$ cat src/rtl/call_controller.sv
// call_controller
//   Per-phone call-control responder between the user interface and the
//   packet network. Accepts UI commands over a valid/ready handshake, runs
//   the call state machine, emits signalling packets through a one-entry
//   output slot and consumes signalling packets from remote phones.
//
// Parameters
//   ADDR_W          phone address width
//   TIMEOUT_CYCLES  ring/answer timeout in clocks (>= 2)
//
// Ports
//   clk, reset                 clock, synchronous active-high reset
//   cmd_valid/cmd_ready        UI command handshake
//   cmd, cmd_addr              0 NOP, 1 CALL, 2 ANSWER, 3 HANGUP, 4 REJECT; CALL target
//   net_in_valid/type/src      inbound packet strobe (always accepted)
//   net_out_valid/ready        outbound slot handshake
//   net_out_type/dst           outbound packet contents (REQ/ACK/NACK/END)
//   state                      0 IDLE, 1 INCOMING, 2 INITIATE, 3 BUSY, 4 CALL_WHILE_BUSY
//   peer_addr, second_addr     current partner, waiting caller
//   event_code                 one-cycle event pulse (the name `event` is a
//                              reserved word): 0 none, 1 connected,
//                              2 remote_end, 3 rejected, 4 timeout, 5 bad_cmd
module call_controller #(
  parameter int ADDR_W         = 8,
  parameter int TIMEOUT_CYCLES = 27_000_000
) (
  input  logic              clk,
  input  logic              reset,
  input  logic              cmd_valid,
  output logic              cmd_ready,
  input  logic [2:0]        cmd,
  input  logic [ADDR_W-1:0] cmd_addr,
  input  logic              net_in_valid,
  input  logic [1:0]        net_in_type,
  input  logic [ADDR_W-1:0] net_in_src,
  output logic              net_out_valid,
  input  logic              net_out_ready,
  output logic [1:0]        net_out_type,
  output logic [ADDR_W-1:0] net_out_dst,
  output logic [2:0]        state,
  output logic [ADDR_W-1:0] peer_addr,
  output logic [ADDR_W-1:0] second_addr,
  output logic [2:0]        event_code
);

  localparam int TW = $clog2(TIMEOUT_CYCLES);

  typedef enum logic [2:0] {
    ST_IDLE     = 3'd0,
    ST_INCOMING = 3'd1,
    ST_INITIATE = 3'd2,
    ST_BUSY     = 3'd3,
    ST_CWB      = 3'd4
  } state_t;

  typedef enum logic [1:0] {
    PKT_REQ  = 2'd0,
    PKT_ACK  = 2'd1,
    PKT_NACK = 2'd2,
    PKT_END  = 2'd3
  } pkt_t;

  typedef enum logic [2:0] {
    CMD_NOP    = 3'd0,
    CMD_CALL   = 3'd1,
    CMD_ANSWER = 3'd2,
    CMD_HANGUP = 3'd3,
    CMD_REJECT = 3'd4
  } cmd_t;

  typedef enum logic [2:0] {
    EV_NONE       = 3'd0,
    EV_CONNECTED  = 3'd1,
    EV_REMOTE_END = 3'd2,
    EV_REJECTED   = 3'd3,
    EV_TIMEOUT    = 3'd4,
    EV_BAD_CMD    = 3'd5
  } ev_t;

  state_t            state_q, state_d;
  logic [ADDR_W-1:0] peer_q, peer_d;
  logic [ADDR_W-1:0] second_q, second_d;
  ev_t               event_q, event_d;
  logic              swap_q, swap_d;
  logic              out_valid_q;
  pkt_t              out_type_q;
  logic [ADDR_W-1:0] out_dst_q;
  logic [TW-1:0]     timer_q;

  logic              timer_clr;
  logic              timer_sat;
  logic              timed;
  logic              handshake;
  logic              cmd_accept;
  logic              third_party;
  logic              load;
  pkt_t              load_type;
  logic [ADDR_W-1:0] load_dst;
  logic              listed;

  assign cmd_ready   = !out_valid_q && !net_in_valid && !swap_q;
  assign cmd_accept  = cmd_valid && cmd_ready;
  assign handshake   = out_valid_q && net_out_ready;
  assign timer_sat   = (timer_q == TW'(TIMEOUT_CYCLES - 1));
  assign timed       = (state_q == ST_INCOMING) || (state_q == ST_INITIATE) ||
                       (state_q == ST_CWB);
  assign third_party = (net_in_src != peer_q) &&
                       !((state_q == ST_CWB) && (net_in_src == second_q));

  assign state         = state_q;
  assign peer_addr     = peer_q;
  assign second_addr   = second_q;
  assign event_code    = event_q;
  assign net_out_valid = out_valid_q;
  assign net_out_type  = out_type_q;
  assign net_out_dst   = out_dst_q;

  // Priority: pending swap, then inbound packet, then command, then timeout.
  // A command and an inbound packet are mutually exclusive through cmd_ready;
  // a command accepted on the saturated-timer cycle defers the timeout by one.
  always_comb begin
    state_d   = state_q;
    peer_d    = peer_q;
    second_d  = second_q;
    event_d   = EV_NONE;
    swap_d    = swap_q;
    timer_clr = 1'b0;
    load      = 1'b0;
    load_type = PKT_REQ;
    load_dst  = peer_q;
    listed    = 1'b0;

    if (swap_q) begin
      // The END to the old peer leaves this cycle; the ACK to the waiting
      // caller refills the slot in the same cycle.
      if (handshake) begin
        load      = 1'b1;
        load_type = PKT_ACK;
        load_dst  = second_q;
        peer_d    = second_q;
        state_d   = ST_BUSY;
        swap_d    = 1'b0;
        event_d   = EV_CONNECTED;
      end
    end else if (net_in_valid) begin
      if (state_q == ST_IDLE) begin
        if (net_in_type == PKT_REQ) begin
          peer_d    = net_in_src;
          state_d   = ST_INCOMING;
          timer_clr = 1'b1;
        end
      end else if (third_party) begin
        if (net_in_type == PKT_REQ) begin
          if (state_q == ST_BUSY) begin
            second_d  = net_in_src;
            state_d   = ST_CWB;
            timer_clr = 1'b1;
          end else if (!out_valid_q) begin
            load      = 1'b1;
            load_type = PKT_NACK;
            load_dst  = net_in_src;
          end
        end
      end else begin
        unique case (state_q)
          ST_INITIATE: begin
            case (net_in_type)
              PKT_ACK: begin
                state_d = ST_BUSY;
                event_d = EV_CONNECTED;
              end
              PKT_NACK: begin
                state_d = ST_IDLE;
                event_d = EV_REJECTED;
              end
              PKT_END: begin
                state_d = ST_IDLE;
                event_d = EV_REMOTE_END;
              end
              default: ;
            endcase
          end
          ST_INCOMING, ST_BUSY: begin
            if (net_in_type == PKT_END) begin
              state_d = ST_IDLE;
              event_d = EV_REMOTE_END;
            end
          end
          ST_CWB: begin
            if (net_in_type == PKT_END) begin
              if (net_in_src == peer_q) begin
                peer_d    = second_q;
                state_d   = ST_INCOMING;
                event_d   = EV_REMOTE_END;
                timer_clr = 1'b1;
              end else begin
                state_d = ST_BUSY;
              end
            end
          end
          default: ;
        endcase
      end
    end else if (cmd_accept) begin
      unique case (state_q)
        ST_IDLE: begin
          if (cmd == CMD_CALL) begin
            listed    = 1'b1;
            load      = 1'b1;
            load_type = PKT_REQ;
            load_dst  = cmd_addr;
            peer_d    = cmd_addr;
            state_d   = ST_INITIATE;
            timer_clr = 1'b1;
          end
        end
        ST_INITIATE: begin
          if (cmd == CMD_HANGUP) begin
            listed    = 1'b1;
            load      = 1'b1;
            load_type = PKT_END;
            state_d   = ST_IDLE;
          end
        end
        ST_INCOMING: begin
          if (cmd == CMD_ANSWER) begin
            listed    = 1'b1;
            load      = 1'b1;
            load_type = PKT_ACK;
            state_d   = ST_BUSY;
            event_d   = EV_CONNECTED;
          end else if (cmd == CMD_REJECT || cmd == CMD_HANGUP) begin
            listed    = 1'b1;
            load      = 1'b1;
            load_type = PKT_NACK;
            state_d   = ST_IDLE;
          end
        end
        ST_BUSY: begin
          if (cmd == CMD_HANGUP) begin
            listed    = 1'b1;
            load      = 1'b1;
            load_type = PKT_END;
            state_d   = ST_IDLE;
          end
        end
        ST_CWB: begin
          if (cmd == CMD_REJECT) begin
            listed    = 1'b1;
            load      = 1'b1;
            load_type = PKT_NACK;
            load_dst  = second_q;
            state_d   = ST_BUSY;
          end else if (cmd == CMD_HANGUP) begin
            listed    = 1'b1;
            load      = 1'b1;
            load_type = PKT_END;
            peer_d    = second_q;
            state_d   = ST_INCOMING;
            timer_clr = 1'b1;
          end else if (cmd == CMD_ANSWER) begin
            listed    = 1'b1;
            load      = 1'b1;
            load_type = PKT_END;
            swap_d    = 1'b1;
          end
        end
        default: ;
      endcase
      if (!listed && cmd != CMD_NOP) begin
        event_d = EV_BAD_CMD;
      end
    end else if (timed && timer_sat && !out_valid_q) begin
      load    = 1'b1;
      event_d = EV_TIMEOUT;
      unique case (state_q)
        ST_INITIATE: begin
          load_type = PKT_END;
          state_d   = ST_IDLE;
        end
        ST_INCOMING: begin
          load_type = PKT_NACK;
          state_d   = ST_IDLE;
        end
        ST_CWB: begin
          load_type = PKT_NACK;
          load_dst  = second_q;
          state_d   = ST_BUSY;
        end
        default: ;
      endcase
    end
  end

  always_ff @(posedge clk) begin
    if (reset) begin
      state_q     <= ST_IDLE;
      peer_q      <= '0;
      second_q    <= '0;
      event_q     <= EV_NONE;
      swap_q      <= 1'b0;
      out_valid_q <= 1'b0;
      out_type_q  <= PKT_REQ;
      out_dst_q   <= '0;
      timer_q     <= '0;
    end else begin
      state_q  <= state_d;
      peer_q   <= peer_d;
      second_q <= second_d;
      event_q  <= event_d;
      swap_q   <= swap_d;
      if (load) begin
        out_valid_q <= 1'b1;
        out_type_q  <= load_type;
        out_dst_q   <= load_dst;
      end else if (handshake) begin
        out_valid_q <= 1'b0;
      end
      if (timer_clr) begin
        timer_q <= '0;
      end else if (!timer_sat) begin
        timer_q <= timer_q + 1'b1;
      end
    end
  end

endmodule

$ cat config.mk
export PLATFORM = sky130hd
export DESIGN_NAME = call_controller
export DESIGN_NICKNAME = d
export VERILOG_FILES = /design/src/rtl/call_controller.sv
export SDC_FILE = /design/constraint.sdc
export NUM_CORES = 1
export LEC_CHECK = 0
export ABC_AREA = 1
export CORE_ASPECT_RATIO = 0.5
export CORE_MARGIN = 2
export CORE_UTILIZATION = 55
export CTS_BUF_LIST = sky130_fd_sc_hd__clkbuf_4
export CTS_CLUSTER_DIAMETER = 200
export DETAILED_ROUTE_END_ITERATION = 6
export PLACE_DENSITY = 0.77
export SKIP_CTS_REPAIR_TIMING = 1
export SYNTH_ARGS = -nofsm -noshare
export SYNTH_HDL_FRONTEND = slang
export SYNTH_SLANG_ARGS = --single-unit
$ cat constraint.sdc
create_clock -name clk -period 3.3 [get_ports clk]
set_input_delay 0.66 -clock clk [delete_from_list [all_inputs] [get_ports clk]]
set_output_delay 0.66 -clock clk [all_outputs]
set_load 0.03 [all_outputs]
==> results of run 1 <==
-- worst max-delay path: stages --
cell	delay [ns]
clkdlybuf4s50_1	0.51
nor2_2	0.16
inv_1	0.06
nor2_1	0.08
clkdlybuf4s50_1	0.67
-- cell usage after synthesis (10+ instances only) --
library cell / count
nor2_1: 90
nor3_1: 12
inv_1: 97
o211ai_1: 11
buf_2: 10
dfxtp_1: 59
nand2_1: 189
xor2_1: 13
o21ai_0: 43
xnor2_1: 10
a21oi_1: 56
nand4_1: 22
nand3_1: 53
-- metrics by stage --
stage / cell area, um2 / worst slack [ns]
2_1_floorplan: 4623 / 1.202
3_3_place_gp: 5380 / 0.4614
3_5_place_dp: 5380 / 0.4751
4_1_cts: 5515 / 0.4867
5_1_grt: 5515 / 0.4198
6_report: 5515 / 0.4883
-- cell families (layout without fill, tap and decap cells) --
logic type	Yosys count	after routing	share of synthesized area, %
DFF	59	59	25.55
adders and majority gates	5	5	1.353
AOI/OAI and AO/OA	139	139	17.05
and+or+nand+nor	409	409	40.14
xor gates and xnor gates	23	23	4.357
buffers and inverters	130	201	11.56
-- sequential cells by signal, indices dropped and copies added, names as in the netlist --
| name | cells |
|---|---|
| net_out_dst | 8 |
| event_code | 3 |
| net_out_valid | 1 |
| second_addr | 8 |
| net_out_type | 2 |
| timer_q | 25 |
| state | 3 |
| peer_addr | 8 |
| swap_q | 1 |
-- metal layers --
| layer | vias to the layer above | part of all wire, % | wire (um) | GRT usage [%] |
|---|---|---|---|---|
| li1 | 2640 | - | - | - |
| met1 | 2338 | 43 | 6221 | 42.45 |
| met2 | 300 | 43 | 6365 | 55.86 |
| met3 | 42 | 11 | 1675 | 8.553 |
| met4 | 0 | 2.6 | 374 | 11.97 |
| met5 | - | 0 | 0 | 0 |
-- where the power goes --
group	switching, mW	internal [mW]	leakage [nW]
logic	0.424	0.251	1.84
registers	0.0451	0.748	0.480
clock network	0.315	0.228	0.0698
total	0.784	1.23	2.39
-- layout by cell type, fill, tap and decap left out, types with 19 or more instances in the layout --
cell type	instances
nand4_1	22
o21ai_0	43
clkdlybuf4s50_1	59
a21oi_1	56
buf_4	19
dfxtp_1	59
nand3_1	53
nand2_1	189
inv_1	97
nor2_1	90
-- area by class of cell --
cell class / instances / area share [%]
Inverter: 106 / 7.214
Clock inverter: 7 / 1.225
Clock buffer: 9 / 1.225
Sequential cell: 59 / 21.42
Timing Repair Buffer: 79 / 13.66
Multi-Input combinational cell: 576 / 52.72
Tap cell: 112 / 2.541
-- final timing paths --
path                                  endpoint  slack, ns           start  cells past startpoint
worst max register to register  net_out_dst[0]       0.91        state[1]                     13
worst max-delay path                 cmd_ready       0.49    net_in_valid                      5
worst min-delay path            net_out_dst[5]       0.49  net_out_dst[5]                      2
worst min register to register  net_out_dst[5]       0.49  net_out_dst[5]                      2
==> results.sh, run 1 <==
export IMPL_status="complete, no violations"
export IMPL_peakVddDrop_mv=0.1924
export IMPL_netlist_area_um2=4623
export IMPL_criticalPathCategory="input pin to output pin"
export IMPL_die_w_um=133.7
export IMPL_finalClockSkew_ns=0.009794
export IMPL_h_tree_depth=3
export IMPL_fin_nets=862
export IMPL_startpoint_type="input pin"
export IMPL_grt_max_degree=25
export IMPL_drc_errors=0
export IMPL_setup_tns_final_ns=0
export IMPL_wire_per_inst_um=15.44
export IMPL_holdCritPathClass="flip-flop to flip-flop"
export IMPL_num_antenna_cells=0
export IMPL_tightestPinTransition_ns=0.4946
export IMPL_finalWeightedCongestion=1.038
export IMPL_crit_arrival_ns=2.15
export IMPL_synthDistinctLibCells=45
export IMPL_grt_overflow_total=0
export IMPL_post_route_period_util_pct=85.20
export IMPL_dp_hpwl_um=10700
export IMPL_synth_area_per_cell_um2=6.043
export IMPL_synth_area_top_cells="dfxtp_1 (26%), nand2_1 (15%), inv_1 (7.9%), nor2_1 (7.3%), a21oi_1 (6.1%)"
export IMPL_syn_to_final_growth_pct=19.30
export IMPL_timing_slew_headroom_pct=66.95
export IMPL_cts_tree="built"
export IMPL_initial_utilization_pct=57.17
export IMPL_finalNonFillerCells=948
export IMPL_synth_seq_area_share_pct=25.55
export IMPL_synth_seq_cells=59
export IMPL_worstPathMaxFanout=5
export IMPL_fp_dieArea_um2=9200
export IMPL_synthArstFlopShare_pct=0
export IMPL_numCtsBuffers=9
export IMPL_path_clk_slew_ns=0.11
export IMPL_clock_sinks=59
export IMPL_netlist_instances=765
export IMPL_antenna_found_initial=0
export IMPL_ys_flop_type="dfxtp_1"
export IMPL_clockRootBuffer="clkbuf_4"
export IMPL_timing_fmax_mhz=355.7
export IMPL_fin_util_pct=68.20
export IMPL_rsz0062_at_grt="false"
export IMPL_multi_input_area_um2=2908
export IMPL_drtPass1Iterations=5
export IMPL_nFillCells=786
export IMPL_fp_row_count=23
export IMPL_setup_viol=0
export IMPL_grt_pass1_vias=4713
export IMPL_ant_nets=0
export IMPL_yosysTopAreaCell="dfxtp_1"
export IMPL_min_period_ns=2.812
export IMPL_hold_ws_ns=0.4928
export IMPL_viasPerCell=5.612
export IMPL_hold_viol=0
export IMPL_synth_edf_count=0
export IMPL_grt_pass1_wl_um=23340
export IMPL_clock_latency_ns=0.44
export IMPL_p_leak_nw=2.394
export IMPL_seq_area_um2=1181
export IMPL_endpoint_kind="output pin"
export IMPL_io_pins=60
export IMPL_die_y_um=68.83
export IMPL_core_area_um2=8087
export IMPL_yosys_warnings=0
export IMPL_power_mw=2.011
export IMPL_cap_violations=0
export IMPL_io_buffer_count=59
export IMPL_syn_nets=796
export IMPL_clock_path_buffers=2
export IMPL_track_usage_pct=33.28
export IMPL_first_iter_violations=483
export IMPL_wirelength_um=14640
export IMPL_dp_cells=932
export IMPL_synth_top_cell_area_share_pct=25.55
export IMPL_drive_above_1_share_pct=9.569
export IMPL_num_vias=5320
export IMPL_cellPowerDensity_nw_per_um2=364.6
export IMPL_cp_data_required_time_ns=2.64
export IMPL_drv_slew=0
Note: power is estimated with default switching activity, not from simulation.
==> run 2, diff against run 1 <==
- CAP_MARGIN: not set -> 20
==> results of run 2 <==
The final DEF is identical to that of run 1; final timing and power are the same.
